**config.mk**
```make
export PLATFORM = sky130hd
export DESIGN_NAME = rv_decode_stage
export DESIGN_NICKNAME = d
export VERILOG_FILES = /design/src/rtl/rv_decode_stage.sv
export SDC_FILE = /design/constraint.sdc
export NUM_CORES = 1
export LEC_CHECK = 0
export CORE_MARGIN = 4
export CORE_UTILIZATION = 45
export CTS_CLUSTER_DIAMETER = 30
export DETAILED_ROUTE_END_ITERATION = 16
export DONT_BUFFER_PORTS = 1
export SLEW_MARGIN = 20
export SYNTH_ARGS = -nofsm -noshare
export SYNTH_HDL_FRONTEND = slang
export SYNTH_SLANG_ARGS = --single-unit
```
**constraint.sdc**
```tcl
create_clock -name clk -period 9.3 [get_ports clk]
set_input_delay 0.465 -clock clk [delete_from_list [all_inputs] [get_ports clk]]
set_output_delay 0.465 -clock clk [all_outputs]
set_load 0.1 [all_outputs]
```
**src/rtl/rv_decode_stage.sv**
```systemverilog
// rv_decode_stage: registered RV32I/RV64I instruction decode stage.
// Classifies the opcode, builds the sign-extended immediate, flags register
// usage and illegal words, and holds the result in a ready/valid pipeline
// register with flush. Saturating counters track transfers and illegal ones.
module rv_decode_stage #(
  parameter int XLEN  = 32,
  parameter int CNT_W = 16
) (
  input  logic             clk,
  input  logic             rst,
  input  logic             flush,
  input  logic             in_valid,
  output logic             in_ready,
  input  logic [31:0]      in_instr,
  input  logic [XLEN-1:0]  in_pc,
  output logic             out_valid,
  input  logic             out_ready,
  output logic [XLEN-1:0]  out_pc,
  output logic [6:0]       op_code,
  output logic [4:0]       dest_reg,
  output logic [4:0]       src_reg_1,
  output logic [4:0]       src_reg_2,
  output logic [2:0]       fn3,
  output logic [6:0]       fn7,
  output logic [2:0]       fmt,
  output logic [XLEN-1:0]  imm,
  output logic             rd_en,
  output logic             rs1_en,
  output logic             rs2_en,
  output logic             illegal,
  output logic [CNT_W-1:0] dec_cnt,
  output logic [CNT_W-1:0] ill_cnt
);

  localparam logic [2:0] FMT_R   = 3'd0;
  localparam logic [2:0] FMT_I   = 3'd1;
  localparam logic [2:0] FMT_S   = 3'd2;
  localparam logic [2:0] FMT_B   = 3'd3;
  localparam logic [2:0] FMT_U   = 3'd4;
  localparam logic [2:0] FMT_J   = 3'd5;
  localparam logic [2:0] FMT_ILL = 3'd7;

  localparam logic [6:0] OP_OP     = 7'b0110011;
  localparam logic [6:0] OP_OP32   = 7'b0111011;
  localparam logic [6:0] OP_IMM    = 7'b0010011;
  localparam logic [6:0] OP_IMM32  = 7'b0011011;
  localparam logic [6:0] OP_LOAD   = 7'b0000011;
  localparam logic [6:0] OP_JALR   = 7'b1100111;
  localparam logic [6:0] OP_SYSTEM = 7'b1110011;
  localparam logic [6:0] OP_FENCE  = 7'b0001111;
  localparam logic [6:0] OP_STORE  = 7'b0100011;
  localparam logic [6:0] OP_BRANCH = 7'b1100011;
  localparam logic [6:0] OP_LUI    = 7'b0110111;
  localparam logic [6:0] OP_AUIPC  = 7'b0010111;
  localparam logic [6:0] OP_JAL    = 7'b1101111;

  // W-opcodes only exist in the 64-bit configuration
  localparam logic RV64 = (XLEN == 64);

  logic [2:0]      w_fmt;
  logic [31:0]     w_imm32;
  logic [XLEN-1:0] w_imm;
  logic            w_rd_en;
  logic            w_rs1_en;
  logic            w_rs2_en;
  logic            w_illegal;
  logic            w_accept;
  logic            w_xfer;

  logic            r_valid;
  logic [XLEN-1:0] r_pc;
  logic [31:0]     r_instr;
  logic [2:0]      r_fmt;
  logic [XLEN-1:0] r_imm;
  logic            r_rd_en;
  logic            r_rs1_en;
  logic            r_rs2_en;
  logic            r_illegal;
  logic [CNT_W-1:0] r_dec;
  logic [CNT_W-1:0] r_ill;

  // Classify the incoming opcode into an instruction format
  always_comb begin
    w_fmt = FMT_ILL;
    case (in_instr[6:0])
      OP_OP:    w_fmt = FMT_R;
      OP_OP32: begin
        if (RV64) w_fmt = FMT_R;
        else      w_fmt = FMT_ILL;
      end
      OP_IMM, OP_LOAD, OP_JALR, OP_SYSTEM, OP_FENCE: w_fmt = FMT_I;
      OP_IMM32: begin
        if (RV64) w_fmt = FMT_I;
        else      w_fmt = FMT_ILL;
      end
      OP_STORE:        w_fmt = FMT_S;
      OP_BRANCH:       w_fmt = FMT_B;
      OP_LUI, OP_AUIPC: w_fmt = FMT_U;
      OP_JAL:          w_fmt = FMT_J;
      default:         w_fmt = FMT_ILL;
    endcase
  end

  // Assemble the 32-bit immediate per format, then sign-extend to XLEN
  always_comb begin
    w_imm32 = 32'd0;
    case (w_fmt)
      FMT_I:   w_imm32 = {{20{in_instr[31]}}, in_instr[31:20]};
      FMT_S:   w_imm32 = {{20{in_instr[31]}}, in_instr[31:25], in_instr[11:7]};
      FMT_B:   w_imm32 = {{19{in_instr[31]}}, in_instr[31], in_instr[7],
                          in_instr[30:25], in_instr[11:8], 1'b0};
      FMT_U:   w_imm32 = {in_instr[31:12], 12'd0};
      FMT_J:   w_imm32 = {{11{in_instr[31]}}, in_instr[31], in_instr[19:12],
                          in_instr[20], in_instr[30:21], 1'b0};
      default: w_imm32 = 32'd0;
    endcase
    w_imm        = {XLEN{w_imm32[31]}};
    w_imm[31:0]  = w_imm32;
  end

  // Register-use flags follow the format; illegal words use no registers
  always_comb begin
    w_rd_en  = 1'b0;
    w_rs1_en = 1'b0;
    w_rs2_en = 1'b0;
    case (w_fmt)
      FMT_R:   begin w_rd_en = 1'b1; w_rs1_en = 1'b1; w_rs2_en = 1'b1; end
      FMT_I:   begin w_rd_en = 1'b1; w_rs1_en = 1'b1; w_rs2_en = 1'b0; end
      FMT_S,
      FMT_B:   begin w_rd_en = 1'b0; w_rs1_en = 1'b1; w_rs2_en = 1'b1; end
      FMT_U,
      FMT_J:   begin w_rd_en = 1'b1; w_rs1_en = 1'b0; w_rs2_en = 1'b0; end
      default: begin w_rd_en = 1'b0; w_rs1_en = 1'b0; w_rs2_en = 1'b0; end
    endcase
  end

  // Any recognised opcode already carries instr[1:0] == 2'b11
  assign w_illegal = (w_fmt == FMT_ILL);

  assign in_ready = !rst && !flush && (!r_valid || out_ready);
  assign w_accept = in_valid && in_ready;
  assign w_xfer   = r_valid && out_ready;

  // Pipeline register: load on accept, drain on transfer or flush, else hold
  always_ff @(posedge clk or posedge rst) begin
    if (rst) begin
      r_valid   <= 1'b0;
      r_pc      <= {XLEN{1'b0}};
      r_instr   <= 32'd0;
      r_fmt     <= 3'd0;
      r_imm     <= {XLEN{1'b0}};
      r_rd_en   <= 1'b0;
      r_rs1_en  <= 1'b0;
      r_rs2_en  <= 1'b0;
      r_illegal <= 1'b0;
    end else if (w_accept) begin
      r_valid   <= 1'b1;
      r_pc      <= in_pc;
      r_instr   <= in_instr;
      r_fmt     <= w_fmt;
      r_imm     <= w_imm;
      r_rd_en   <= w_rd_en;
      r_rs1_en  <= w_rs1_en;
      r_rs2_en  <= w_rs2_en;
      r_illegal <= w_illegal;
    end else if (w_xfer || flush) begin
      r_valid   <= 1'b0;
    end
  end

  // Saturating statistics; a transfer during flush still counts
  always_ff @(posedge clk or posedge rst) begin
    if (rst) begin
      r_dec <= {CNT_W{1'b0}};
      r_ill <= {CNT_W{1'b0}};
    end else if (w_xfer) begin
      if (r_dec != {CNT_W{1'b1}}) r_dec <= r_dec + CNT_W'(1);
      if (r_illegal && (r_ill != {CNT_W{1'b1}})) r_ill <= r_ill + CNT_W'(1);
    end
  end

  assign out_valid = r_valid;
  assign out_pc    = r_pc;
  assign op_code   = r_instr[6:0];
  assign dest_reg  = r_instr[11:7];
  assign fn3       = r_instr[14:12];
  assign src_reg_1 = r_instr[19:15];
  assign src_reg_2 = r_instr[24:20];
  assign fn7       = r_instr[31:25];
  assign fmt       = r_fmt;
  assign imm       = r_imm;
  assign rd_en     = r_rd_en;
  assign rs1_en    = r_rs1_en;
  assign rs2_en    = r_rs2_en;
  assign illegal   = r_illegal;
  assign dec_cnt   = r_dec;
  assign ill_cnt   = r_ill;

endmodule

```
==> results_dict.tcl, run 1 <==
set metrics [dict create \
    status "completed" \
    ys_types 54 \
    ys_async_sr_fraction 1.000 \
    syn_to_final_growth_pct 11.85 \
    share_comb_of_total_power 0.056 \
    leakagePower_nw 3.205 \
    slew_violations 0 \
    yosysMostFrequentCell "nand2_1" \
    fin_crit_ns 3.112 \
    ff2ff_setup_slack_ns 6.47 \
    die_h_um 121.9 \
    netSwitchingFraction 0.4680 \
    post-route-period-util 0.3346 \
    p_sw_mw 0.9449 \
    start_kind "primary input" \
    die_w_um 121.9 \
    crit_required_ns 9.54 \
    synth_compound_area_frac 0.08810 \
    synth-xor-area-share 0.03601 \
    maxSlewHeadroom 0.2999 \
    hold_viol 0 \
    maxCapViolCount 0 \
    muxShareOfSynthArea 0.003859 \
    synth_ff_type "dfrtp_1" \
    synth_seq_area_share 0.5831 \
    yosys_warnings 0 \
    synthSimpleGateAreaFrac 0.2519 \
    critical_path_class "primary input to register" \
    diodes 0 \
    track_usage 0.2065 \
    h-tree-depth 4 \
    start_util 0.4606 \
    ys_ff_latch 136 \
    wl_per_cell_um 18.83 \
    cp.arrival_ns 3.35 \
    dieArea_um2 14860 \
    nNetsFinal 670 \
    worstSkewPairLatency_ns 0.41 \
    syn_area_per_cell_um2 9.616 \
    ant_nets 0 \
    ir_drop_uv 186.4 \
    drc_errors 0 \
    fin_setup_tns_ns 0 \
    seqPwrFrac 0.621 \
    max_clock_freq_ghz 0.3214 \
    vias_per_cell 5.474 \
    cts_buffers 17 \
    place.gp.congestion 0.7633 \
    place_hpwl_mm 10.33 \
    core_um2 12670 \
    endpoint_kind "register" \
    finalClockSkew_ns 0.008599 \
    synth_top_area_frac 0.5831 \
    synth_nets 679 \
    yosys-top-cells-count "nand2_1 (236), dfrtp_1 (136), nand3_1 (22), nor2_1 (22)" \
    startpoint "in_instr[3]" \
    routed_wl_mm 14.74 \
    clock-root-buffer "clkbuf_16" \
    syn_inst 607 \
    rsz0062_at_grt "false" \
    cts_tree "yes" \
    hold_buffers 0 \
    power.total_mw 2.019 \
    synth_edf_count 0 \
    fillers 1204 \
    port_buffers 0 \
    cp-endpoint "imm[22]$_DFFE_PP0P_" \
    grt_pass1_wl_mm 23.87 \
    clock_sinks 136 \
    grt.overflow.total 0 \
    drt-initial-drc-count 375 \
    route.vias.total 4286 \
    post_cts_resized 0 \
    critPathMaxFanout 12 \
    clkTransAtPathRegs_ns 0.06 \
    pin_count 206 \
    synth_top_family_by_area "simple AND/OR/NAND/NOR gates" \
    synthTopCellsByArea "dfrtp_1 (58%), nand2_1 (15%), xnor2_1 (2.1%), nand3_1 (1.9%), a22o_1 (1.7%)" \
    hold_path_class "primary input to asynchronous set/reset pin" \
    drive_gt1_frac 0.07365 \
    dr.pass1.iters 4 \
    synthAdderAreaFrac 0.006431 \
    r2r_start "out_valid$_DFFE_PP0P_" \
    intPower_mw 1.074 \
    power.share.clock 0.323 \
    synth_area_um2 5837 \
    post_cts_buffers 0 \
    pwr_density_cell_nw_per_um2 309.2 \
    grt_pass1_vias 4443 \
    r2r_cells 6 \
    antenna_found_initial 0 \
    grt_max_degree 73 \
    fp-row-count 41 \
    finalSetupViolCount 0 \
    cts_max_path_buffers 2 \
    r2r_end "imm[1]$_DFFE_PP0P_" \
    tightest_slew_ns 1.050 \
    synth_top_area_cell "dfrtp_1" \
]
[sequential cells by signal, summed over array words and instances (netlist names), 3 cells and up]
name     cells
out_pc      32
ill_cnt     16
dec_cnt     16
imm         32
fmt          3
r_instr     32
[worst max-delay path, cell delays in order]
cell and delay (ns):
or3b_1 0.36, a21oi_1 0.78, inv_1 0.16, ha_1 0.42
nor3b_1 0.22, o311ai_2 0.74, o211ai_1 0.20
[routing by layer]
metal	vias to the layer above	global-route usage	wire [um]
met1	2083	0.2603	6089
li1	2021	-	-
met2	169	0.3128	6833
met3	13	0.1072	1648
met4	0	0.05882	170
met5	-	0	0
[per-stage QoR]
step / utilization / worst slack [ns] / instance area, um^2 / hold slack (ns) / std cells
floorplan: - / 5.196 / 5837 / 0.5704 / 607
global placement: 0.4697 / 6.001 / 5952 / 0.4447 / 751
detailed placement: 0.4697 / 5.822 / 5952 / 0.4533 / 751
CTS: 0.5153 / 6.226 / 6529 / 0.01014 / 783
global route: 0.5153 / 5.976 / 6529 / 0.03152 / 783
finish: 0.5153 / 6.188 / 6529 / 0.004396 / 783
[logic make-up (layout without fill, tap and decap cells)]
group           after synthesis  count (layout)
fa+ha+maj                     3               3
mux                           2               2
simple gates                335             335
buf+inv                      39              43
compound gates               68              68
flops                       136             136
xor+xnor                     24              24
[power groups by stage]
stage	sequential, mW	combinational [mW]	clock [mW]
after floorplan	1.24	0.0979	0
after global placement	1.26	0.110	0
after detailed placement	1.27	0.116	0
after CTS	1.26	0.116	0.665
after global routing	1.26	0.135	0.699
final	1.25	0.113	0.652
[worst min-delay path by stage]
stage,start,endpoint,cells after the start
detailed placement,rst,out_valid$_DFFE_PP0P_,1
global route,rst,out_valid$_DFFE_PP0P_,1
floorplan,in_pc[0],out_pc[0]$_DFFE_PP0P_,2
finish,rst,out_valid$_DFFE_PP0P_,1
global placement,rst,out_valid$_DFFE_PP0P_,1
CTS,rst,out_valid$_DFFE_PP0P_,1
[area by class of cell]
type	count	area, um^2	share of cell area
Sequential cell	136	3403	0.5213
Multi-Input combinational cell	432	2276	0.3486
Clock buffer	18	439.2	0.06727
Tap cell	172	215.2	0.03296
Clock inverter	14	137.6	0.02108
Inverter	8	35.03	0.005366
Timing Repair Buffer	3	22.52	0.003450
[cells in the final DEF, fill, tap and decap left out, types with 2 or more instances in the layout]
| master | count |
|---|---|
| mux2_2 | 2 |
| nand3_1 | 21 |
| and4_1 | 3 |
| xor2_1 | 10 |
| nor3_1 | 11 |
| o211ai_1 | 12 |
| buf_4 | 3 |
| clkinvlp_4 | 5 |
| nor2_1 | 22 |
| o21ai_0 | 14 |
| a221o_1 | 4 |
| and2_1 | 7 |
| dfrtp_1 | 136 |
| or3b_1 | 2 |
| a31oi_1 | 3 |
| and3_1 | 3 |
| o21a_1 | 3 |
| xnor2_1 | 14 |
| or4b_1 | 2 |
| nand4_1 | 10 |
| clkinv_4 | 2 |
| nand2b_1 | 3 |
| inv_6 | 7 |
| inv_1 | 6 |
| nand4b_1 | 3 |
| a21oi_1 | 7 |
| nand2_1 | 236 |
| a22o_1 | 11 |
| a41oi_1 | 2 |
| clkbuf_16 | 17 |
| ha_1 | 3 |
(Power assumes the default switching activity.)
==> run 2: changes to the inputs <==
Clock period 9.3 ns to 2.65 ns, I/O delays scaled along.
==> run 2 against run 1 <==
Net effect:
- utilization rose by 13 points
- sequential cell count stayed put
- non-clock buffer count grew 179
- die area is the same
- count of clock-buffer cells in the layout rose by 5
- sequential power grew 140%
- routed wire length rose by 10%
- combinational power increased to 20 times the previous value
- final cell count increased by 23%
- global-route usage increased by 1.9 points
- critical path depth decreased by 1
- highest routed layer unchanged
==> results_dict.tcl, run 2 (synthesis results as in run 1) <==
set metrics [dict create \
    status "completed" \
    fp-row-count 41 \
    fin_setup_tns_ns 0 \
    r2r_end "imm[25]$_DFFE_PP0P_" \
    start_kind "register" \
    cp.arrival_ns 2.35 \
    cts_max_path_buffers 2 \
    route.vias.total 5004 \
    power.total_mw 7.655 \
    grt.overflow.total 0 \
    fin_ws_ns 0.6243 \
    hold_path_class "primary input to register" \
    maxSlewHeadroom 0.3788 \
    port_buffers 0 \
    dieArea_um2 14860 \
    min_to "out_valid$_DFFE_PP0P_" \
    antenna_found_initial 0 \
    start_util 0.4606 \
    clock_sinks 136 \
    grt_pass1_vias 5292 \
    worstSkewPairLatency_ns 0.41 \
    diodes 0 \
    pwr_density_cell_nw_per_um2 943.5 \
    place_hpwl_mm 11.08 \
    final_cell_mix "nand2_1 (236), dfrtp_1 (136), buf_4 (113), dlygate4sd3_1 (67), nor2_1 (22)" \
    ff2ff_setup_slack_ns 0.62 \
    nNetsFinal 849 \
    clock-root-buffer "clkbuf_16" \
    maxCapViolCount 0 \
    critical_path_class "register to register" \
    die_h_um 121.9 \
    dp_slack_ns 0.2429 \
    post_cts_buffers 0 \
    postLayoutCoreUtil 0.6404 \
    ir_drop_uv 636.6 \
    post-route-period-util 0.7644 \
    r2r_cells 6 \
    finalClockSkew_ns 0.005423 \
    pin_count 206 \
    routed_wl_mm 16.25 \
    max_clock_freq_ghz 0.4936 \
    dr.pass1.iters 5 \
    wl_per_cell_um 16.89 \
    place.gp.congestion 0.8361 \
    drc_errors 0 \
    whs_path_depth 2 \
    leakagePower_nw 4.095 \
    critPathMaxFanout 29 \
    h-tree-depth 4 \
    hold_viol 0 \
    drt-initial-drc-count 322 \
    final_common_cell "nand2_1" \
    fin_crit_ns 2.026 \
    endpoint_kind "register" \
    rsz0062_at_grt "false" \
    clkTransAtPathRegs_ns 0.05 \
    core_um2 12670 \
    slew_violations 0 \
    finalSetupViolCount 0 \
    cts_tree "yes" \
    die_w_um 121.9 \
    ant_nets 0 \
    whs_ns 0.04849 \
    cts_buffers 17 \
    vias_per_cell 5.202 \
    drive_gt1_frac 0.1962 \
    tightest_slew_ns 0.9318 \
    grt_pass1_wl_mm 26.05 \
    syn_to_final_growth_pct 39.01 \
    grt_max_degree 113 \
    r2r_start "out_valid$_DFFE_PP0P_" \
    hold_start "out_ready" \
    crit_required_ns 2.97 \
    track_usage 0.2252 \
]
## run 2: cell count changes in the layout (fill, tap and decap cells not counted)
cell           change
dlygate4sd3_1     +67
buf_4            +110
inv_6              -6
clkbuf_1           +2
buf_12             +2
bufinv_16          +2
clkinvlp_4         -1
clkbuf_8           +3
## run 2: power by group
part           switching, mW  total [mW]  internal, mW
logic                   1.79        2.23         0.448
registers              0.666        2.98          2.31
clock network          0.856        2.44          1.59
total                   3.31        7.66          4.35
## run 2: through the flow
step,area (um^2),instances
global placement,6817,863
finish,8114,962
global route,8114,962
CTS,8114,962
detailed placement,6817,863
floorplan,5841,607
## run 2: what timing repair did
action,4_1_cts,5_1_grt
hold buffers,67,0
endpoints found under the setup margin,0,0
gates resized for setup,0,0
endpoints found under the hold margin,124,0
## run 2: layout make-up
| type | instances | area (um^2) |
|---|---|---|
| Clock inverter | 9 | 138.9 |
| Sequential cell | 136 | 3403 |
| Clock buffer | 23 | 488.0 |
| Timing Repair Buffer | 182 | 1559 |
| Inverter | 8 | 33.78 |
| Tap cell | 172 | 215.2 |
| Multi-Input combinational cell | 432 | 2276 |
| Fill cell | 1024 | 4557 |
## run 2: critical path, cell delays in order, from the launching register on
cell	delay, ns
dfrtp_1	0.45
nand2b_1	0.19
and3_2	0.44
buf_4	0.38
o311ai_2	0.16
buf_4	0.20
o211ai_1	0.09
## run 2: layer usage
metal	wire length (um)	part of all wire	up-vias	global-route usage
li1	-	-	2380	-
met1	6423	0.40	2411	0.2605
met2	8160	0.50	185	0.3760
met3	1345	0.083	28	0.08496
met4	322	0.020	0	0.09524
met5	0	0	-	0
## run 2: how the worst max path moves through the flow
stage                     depth (start not counted)  slack, ns                   start                endpoint
after floorplan                                   6       0.18  dec_cnt[0]$_DFFE_PP0P_  dec_cnt[1]$_DFFE_PP0P_
after global placement                            9       0.38             in_instr[1]     imm[12]$_DFFE_PP0P_
after detailed placement                          9       0.24             in_instr[1]     imm[19]$_DFFE_PP0P_
after CTS                                         6       0.59   out_valid$_DFFE_PP0P_     imm[25]$_DFFE_PP0P_
after global routing                              4       0.41   out_valid$_DFFE_PP0P_      imm[2]$_DFFE_PP0P_
final                                             6       0.62   out_valid$_DFFE_PP0P_     imm[25]$_DFFE_PP0P_
